## src/rtl/multiword_add_seq.sv

```systemverilog
// multiword_add_seq: streams N*WORDS-bit operands LS word first through one
// N-bit adder, keeping the inter-word carry in a register. Results leave via
// a one-entry valid/ready output buffer; done pulses once the final word is
// consumed and cout is then updated.
// Optional macro MULTIWORD_ADD_SEQ_OVF_EN adds the signed-overflow output ovf.
module multiword_add_seq #(
    parameter int N     = 8,
    parameter int WORDS = 4
) (
    input  logic         clk,
    input  logic         rst,
    input  logic         start,
    input  logic         cin,
    output logic         busy,
    input  logic         in_valid,
    output logic         in_ready,
    input  logic [N-1:0] in_a,
    input  logic [N-1:0] in_b,
    output logic         out_valid,
    input  logic         out_ready,
    output logic [N-1:0] out_sum,
    output logic         out_last,
    output logic         cout,
    output logic         done
`ifdef MULTIWORD_ADD_SEQ_OVF_EN
    ,
    output logic         ovf
`endif
);

    localparam int CW = $clog2(WORDS) + 1;
    localparam logic [CW-1:0] LAST_CNT = CW'(WORDS - 1);

    typedef enum logic [1:0] {S_IDLE, S_RUN, S_DRAIN} state_e;

    state_e        state_q, state_d;
    logic          carry_q, carry_d;
    logic [CW-1:0] cnt_q, cnt_d;
    logic          valid_q, valid_d;
    logic [N-1:0]  sum_q, sum_d;
    logic          last_q, last_d;
    logic          cout_q, cout_d;
    logic          done_q, done_d;
    logic [N:0]    add_w;
    logic          push, pop;
`ifdef MULTIWORD_ADD_SEQ_OVF_EN
    logic          ovf_pend_q, ovf_pend_d;
    logic          ovf_q, ovf_d;
`endif

    // The buffer can take a new word when empty or being drained this cycle.
    assign in_ready = (state_q == S_RUN) && (!valid_q || out_ready);
    assign push     = in_valid && in_ready;
    assign pop      = valid_q && out_ready;
    assign add_w    = {1'b0, in_a} + {1'b0, in_b} + (N+1)'(carry_q);

    assign busy      = (state_q != S_IDLE);
    assign out_valid = valid_q;
    assign out_sum   = sum_q;
    assign out_last  = last_q;
    assign cout      = cout_q;
    assign done      = done_q;
`ifdef MULTIWORD_ADD_SEQ_OVF_EN
    assign ovf       = ovf_q;
`endif

    // Next-state logic: sequencing, carry chaining and output buffer control.
    always_comb begin
        state_d = state_q;
        carry_d = carry_q;
        cnt_d   = cnt_q;
        valid_d = valid_q;
        sum_d   = sum_q;
        last_d  = last_q;
        cout_d  = cout_q;
        done_d  = 1'b0;
`ifdef MULTIWORD_ADD_SEQ_OVF_EN
        ovf_pend_d = ovf_pend_q;
        ovf_d      = ovf_q;
`endif
        // A pop empties the buffer unless a push refills it below.
        if (pop) valid_d = 1'b0;
        case (state_q)
            S_IDLE: begin
                if (start) begin
                    carry_d = cin;
                    cnt_d   = '0;
                    state_d = S_RUN;
                end
            end
            S_RUN: begin
                if (push) begin
                    {carry_d, sum_d} = add_w;
                    valid_d = 1'b1;
                    last_d  = (cnt_q == LAST_CNT);
                    cnt_d   = cnt_q + CW'(1);
`ifdef MULTIWORD_ADD_SEQ_OVF_EN
                    // Carry into the MSB is recovered from the MSB sum bit.
                    ovf_pend_d = (in_a[N-1] ^ in_b[N-1] ^ add_w[N-1]) ^ add_w[N];
`endif
                    if (cnt_q == LAST_CNT) state_d = S_DRAIN;
                end
            end
            S_DRAIN: begin
                if (pop && last_q) begin
                    done_d  = 1'b1;
                    cout_d  = carry_q;
`ifdef MULTIWORD_ADD_SEQ_OVF_EN
                    ovf_d   = ovf_pend_q;
`endif
                    state_d = S_IDLE;
                end
            end
            default: state_d = S_IDLE;
        endcase
    end

    // State registers with synchronous reset; a reset drops any pending word.
    always_ff @(posedge clk) begin
        if (rst) begin
            state_q <= S_IDLE;
            carry_q <= 1'b0;
            cnt_q   <= '0;
            valid_q <= 1'b0;
            sum_q   <= '0;
            last_q  <= 1'b0;
            cout_q  <= 1'b0;
            done_q  <= 1'b0;
`ifdef MULTIWORD_ADD_SEQ_OVF_EN
            ovf_pend_q <= 1'b0;
            ovf_q      <= 1'b0;
`endif
        end else begin
            state_q <= state_d;
            carry_q <= carry_d;
            cnt_q   <= cnt_d;
            valid_q <= valid_d;
            sum_q   <= sum_d;
            last_q  <= last_d;
            cout_q  <= cout_d;
            done_q  <= done_d;
`ifdef MULTIWORD_ADD_SEQ_OVF_EN
            ovf_pend_q <= ovf_pend_d;
            ovf_q      <= ovf_d;
`endif
        end
    end

endmodule

```

## config.mk

```make
export PLATFORM = sky130hd
export DESIGN_NAME = multiword_add_seq
export DESIGN_NICKNAME = d
export VERILOG_FILES = /design/src/rtl/multiword_add_seq.sv
export SDC_FILE = /design/constraint.sdc
export NUM_CORES = 1
export LEC_CHECK = 0
export BUFFER_PORTS_ARGS = -buffer_cell sky130_fd_sc_hd__buf_4
export CORE_MARGIN = 2
export CORE_UTILIZATION = 40
export CTS_BUF_LIST = sky130_fd_sc_hd__clkbuf_16
export DETAILED_ROUTE_END_ITERATION = 8
export PLACE_DENSITY = 0.65
export RECOVER_POWER = 25
export SLEW_MARGIN = 20
export SYNTH_ARGS = -nofsm -noshare
export SYNTH_HDL_FRONTEND = slang
export SYNTH_SLANG_ARGS = --single-unit
```

## constraint.sdc

```tcl
create_clock -name clk -period 1.8 [get_ports clk]
set_input_delay 0.18 -clock clk [delete_from_list [all_inputs] [get_ports clk]]
set_output_delay 0.18 -clock clk [all_outputs]
set_load 0.05 [all_outputs]
```

Word-level counts from Yosys, hierarchy flattened
Cells that the tools add are included.
Word-level totals
  bits of input ports: 22
  flip-flop bits (word level): 18
  output and inout bits: 14
  word-level logic and storage cells: 48
Operators by class
  add/subtract/negate cells: 3
  reduce and logical (&&, ||, !) cells: 14
  multiplexer cells: 15
  bitwise logic cells: 1
  equal/unequal tests: 7
Operators by type and width (count)
  8-bit by 8-bit adder with 9-bit output: 1
  9-bit by 1-bit adder with 9-bit output: 1
  2-bit two-way mux: 4
  1-bit two-way mux: 6
  3-bit two-way mux: 2
  2-bit != test (second input constant): 3
  2-bit one-hot mux with 3 select lines: 1
  3-bit one-hot mux with 2 select lines: 1
  1-bit logical AND: 4
  2-bit AND reduction: 2
  4-bit AND reduction: 1
  2-bit nonzero test: 2
  3-bit by 1-bit adder with 3-bit output (second input constant): 1
  3-bit by 2-bit == test with 1-bit output (second input constant): 1
  3-bit AND reduction: 1
  2-bit by 1-bit == test with 1-bit output (second input constant): 1
  2-bit == test (second input constant): 1
  2-bit zero test: 1
  2-bit by 1-bit != test with 1-bit output (second input constant): 1
  1-bit one-hot mux with 2 select lines: 1
  2-bit OR reduction: 1
  1-bit zero test: 1
  1-bit logical OR: 1
  1-bit inverter: 1

Logic depth before layout (Yosys ltp)
  depth after elaboration: 6
  mapped depth: 8
  depth with buffers taken out: 8

Least setup slack after synthesis
No wires, ideal clock.
  kind: register to register
  from: reg carry_q
  to: reg sum_q[6] (netlist: out_sum[6])
  required time: 1740 ps
  path slack: -64 ps
  buffers on the path: 0
  arrival: 1804 ps
  stages on the path, launching flop included: 9
  setup time: 60 ps
  clock period less this slack: 1864 ps
  path through: dfxtp_1 fa_1 inv_1 fa_1 nor2b_4 o31a_1 o21a_1 nor4_1 a311o_1
On the way
  longest elaborated chain between the ends: 1
RTL lines
  from (decl): RTL line 37  | logic carry_q, carry_d;
  from (signal assigned): RTL line 135  | carry_q <= carry_d;
  9-bit by 1-bit adder with 9-bit output: RTL line 55  | assign add_w = {1'b0, in_a} + {1'b0, in_b} + (N+1)'(carry_q);
  to (signal assigned): RTL line 138  | sum_q <= sum_d;
  to (decl): RTL line 40  | logic [N-1:0] sum_q, sum_d;
No other way between the ends.
A chain may end at the register's enable or synchronous reset.

Final worst setup path
Same ends and word-level chain as after synthesis.

==> impl_results.md <==
* Die width at 55.69 µm
* Port Buffer Count at 35
* CP Data Required Time at 1940 ps
* Avg WL per Cell at 13.22 µm
* Post-detailed-placement half-perimeter wirelength at 1.881 mm
* Minimum clock period at 1838 ps
* Fraction of layout cells with a size suffix above 1 at 0.2704
* Reg-to-reg endpoint: out_sum[6]$_SDFFE_PP0P_
* Clock tree buffer depth at 2
* Seq/Total Area, Yosys at 0.3372
* Outcome: finished with violations
* Most common flop cell mapped by yosys: dfxtp_1
* #FFs+latches synth at 18
* Relative slew slack at 0.5979
* CTS buffer count at 3
* Critical path launch point type: register
* VDD IR max at 0.0004889 V
* Number of synthesized flops with an enable pin at 0
* Std cell rows at 18
* Synth top area share at 0.3372
* Vias at 1011
* Final Skew at 3.223 ps
* Vias per cell at 5.349
* First-pass GRT wire length at 4.450 mm
* H-tree level count at 1
* Die area at 0.003101 mm²
* Critical path launch point: carry_q$_SDFFE_PP0P_
* Total Power at 1171 µW
* Root buffer cell: clkbuf_16
* GRT Total Usage at 0.1756
* Io pins at 36
* HP Start: start
* Worst-Skew Late Latency at 250 ps
* Final ANT Viol Nets at 0
* Synth top area cells: dfxtp_1, ha_1, a21oi_1
* Max Clk Rate at 544.2 MHz
* Register Area at 361.6 µm²
* Crit path to: out_sum[6]$_SDFFE_PP0P_
* Max-Cap Viols at 0
* Fin crit share at 1.021
* Initial antenna violation count at 0
* Final WS setup at -37.60 ps
* Hold crit path type: in -> reg
* Residual DRC at 0
* Clock transition at the registers of the reported paths at 60 ps
* Post-synth ARST share at 0
* Initial DRC count at 12
* Count leader, synth: dfxtp_1
* Worst-Margin Slew at 605.7 ps
* Ys Warns at 0
* R2R setup slack at -40 ps
* Initial Util at 0.4274
* Pre-antenna DRT Iters at 4
* Global route overflow at 0
* Final Hold Viols at 0
* Failing checks: negative setup slack
* Layout fillers at 241
* CP Class: reg -> reg
* Largest net degree at the start of global routing at 26
* Worst setup EP type: register
* Max-slew violations at 0
* Worst hold slack at 254.2 ps
* Diode count at 0
* GP Congestion at 0.8149
* DIE HEIGHT at 55.69 µm
* Final Util at 0.5726
* Vias in the first global route at 1024
* R2R depth at 7
* Post-synth top cells: dfxtp_1, a21oi_1, nor2_1, nand2_1, ha_1
* Clk sinks at 18
* Crit path DAT at 1970 ps
* Post-Syn Nets at 154
* Area occupied by multi-input gates at 675.6 µm²
* Distinct cell type count after synthesis at 39
* NumNets Final at 193
* Routed WL at 2.498 mm
* Setup WS pre-CTS at -141.2 ps
* RSZ-0062 raised after global routing: true
* Yosys top cell by area: dfxtp_1
* Crit path max fanout at 3
* Critical R2R Launch: carry_q$_SDFFE_PP0P_
* Core ar. at 0.002500 mm²
* Setup violators final at 2
* Leak at 0.0006296 µW
* P&R area growth vs syn at 33.96%
* TritonCTS clock tree: yes
* Cell Area, Synth at 0.001069 mm²
* Mean Syn Cell Area at 8.831 µm²
* Post-synthesis instance total at 121
* Pwr/cell area at 818.2 mW/mm²
## registers in the layout, indices dropped and copies added (netlist names)
name,cells
cout,1
state_q,2
out_last,1
carry_q,1
out_sum,8
out_valid,1
cnt_q,3
done,1
## layer usage
layer,up-vias,track usage,share of wire
li1,512,-,-
met1,462,0.2157,0.43
met2,33,0.3112,0.50
met3,4,0.01628,0.052
met4,0,0.07317,0.016
met5,-,0,0
## stage by stage
stage	instance area (µm²)	TNS, ps	instances
after CTS	1454	-65.17	189
after detailed placement	1364	-270.9	184
after floorplan	1071	-19.54	121
after global placement	1364	-199.6	184
final	1431	-59.35	189
after global routing	1431	-339.3	189
## timing repair
| action | 4_1_cts | 5_1_grt |
|---|---|---|
| gates resized for setup | 3 | 1 |
| setup buffers | 1 | 0 |
| pin swaps | 1 | 2 |
| setup endpoints to repair | 2 | 3 |
| hold buffers | 0 | 0 |
## final cells by class
cell class / instances / area share
clock buffer: 3 / 0.05245
clock inverter: 1 / 0.002622
inverter: 4 / 0.01049
multi-input combinational: 95 / 0.4720
sequential: 18 / 0.2526
tap: 30 / 0.02622
timing repair buffer: 38 / 0.1836
## critical path, stage by stage, from the launching register on
cell     delay (ps)
dfxtp_2         320
fa_2            340
inv_2            60
fa_2            220
nor2b_4          50
o31a_1          250
o21a_1          220
a311o_1         260
## power breakdown
| part | switching (µW) | internal, µW |
|---|---|---|
| clock | 161 | 296 |
| sequential | 12.0 | 417 |
| combinational | 162 | 124 |
| total | 334 | 837 |
## placed cells by master (no fill, tap or decap), types with 5 or more instances in the layout
master	netlist	layout
ha_1	9	9
nor2_1	12	12
dfxtp_1	18	17
nand2_1	10	10
a21oi_1	12	12
clkbuf_1	3	6
buf_4	0	32
o21a_1	5	5
## cells by family (layout without fill, tap and decap cells)
kind of cell	count (synthesis)	after routing	synth area share
AO/OA/AOI/OAI	31	31	0.1920
XOR/XNOR	1	1	0.008198
adder cells (fa/ha/maj)	11	11	0.1429
buffers and inverters	8	46	0.03512
flip-flops	18	18	0.3372
multiplexers	1	1	0.009368
AND/OR/NAND/NOR	51	51	0.2752
## how the worst min path moves through the flow
| stage | end | slack, ps | cells after the start |
|---|---|---|---|
| floorplan | out_sum[5]$_SDFFE_PP0P_ | 370 | 2 |
| global placement | out_sum[3]$_SDFFE_PP0P_ | 440 | 2 |
| detailed placement | out_sum[3]$_SDFFE_PP0P_ | 450 | 2 |
| CTS | state_q[0]$_SDFFE_PP0P_ | 250 | 3 |
| global route | cnt_q[0]$_SDFFE_PP0P_ | 280 | 2 |
| finish | state_q[0]$_SDFFE_PP0P_ | 250 | 3 |
Note: power is estimated with default switching activity, not from simulation.
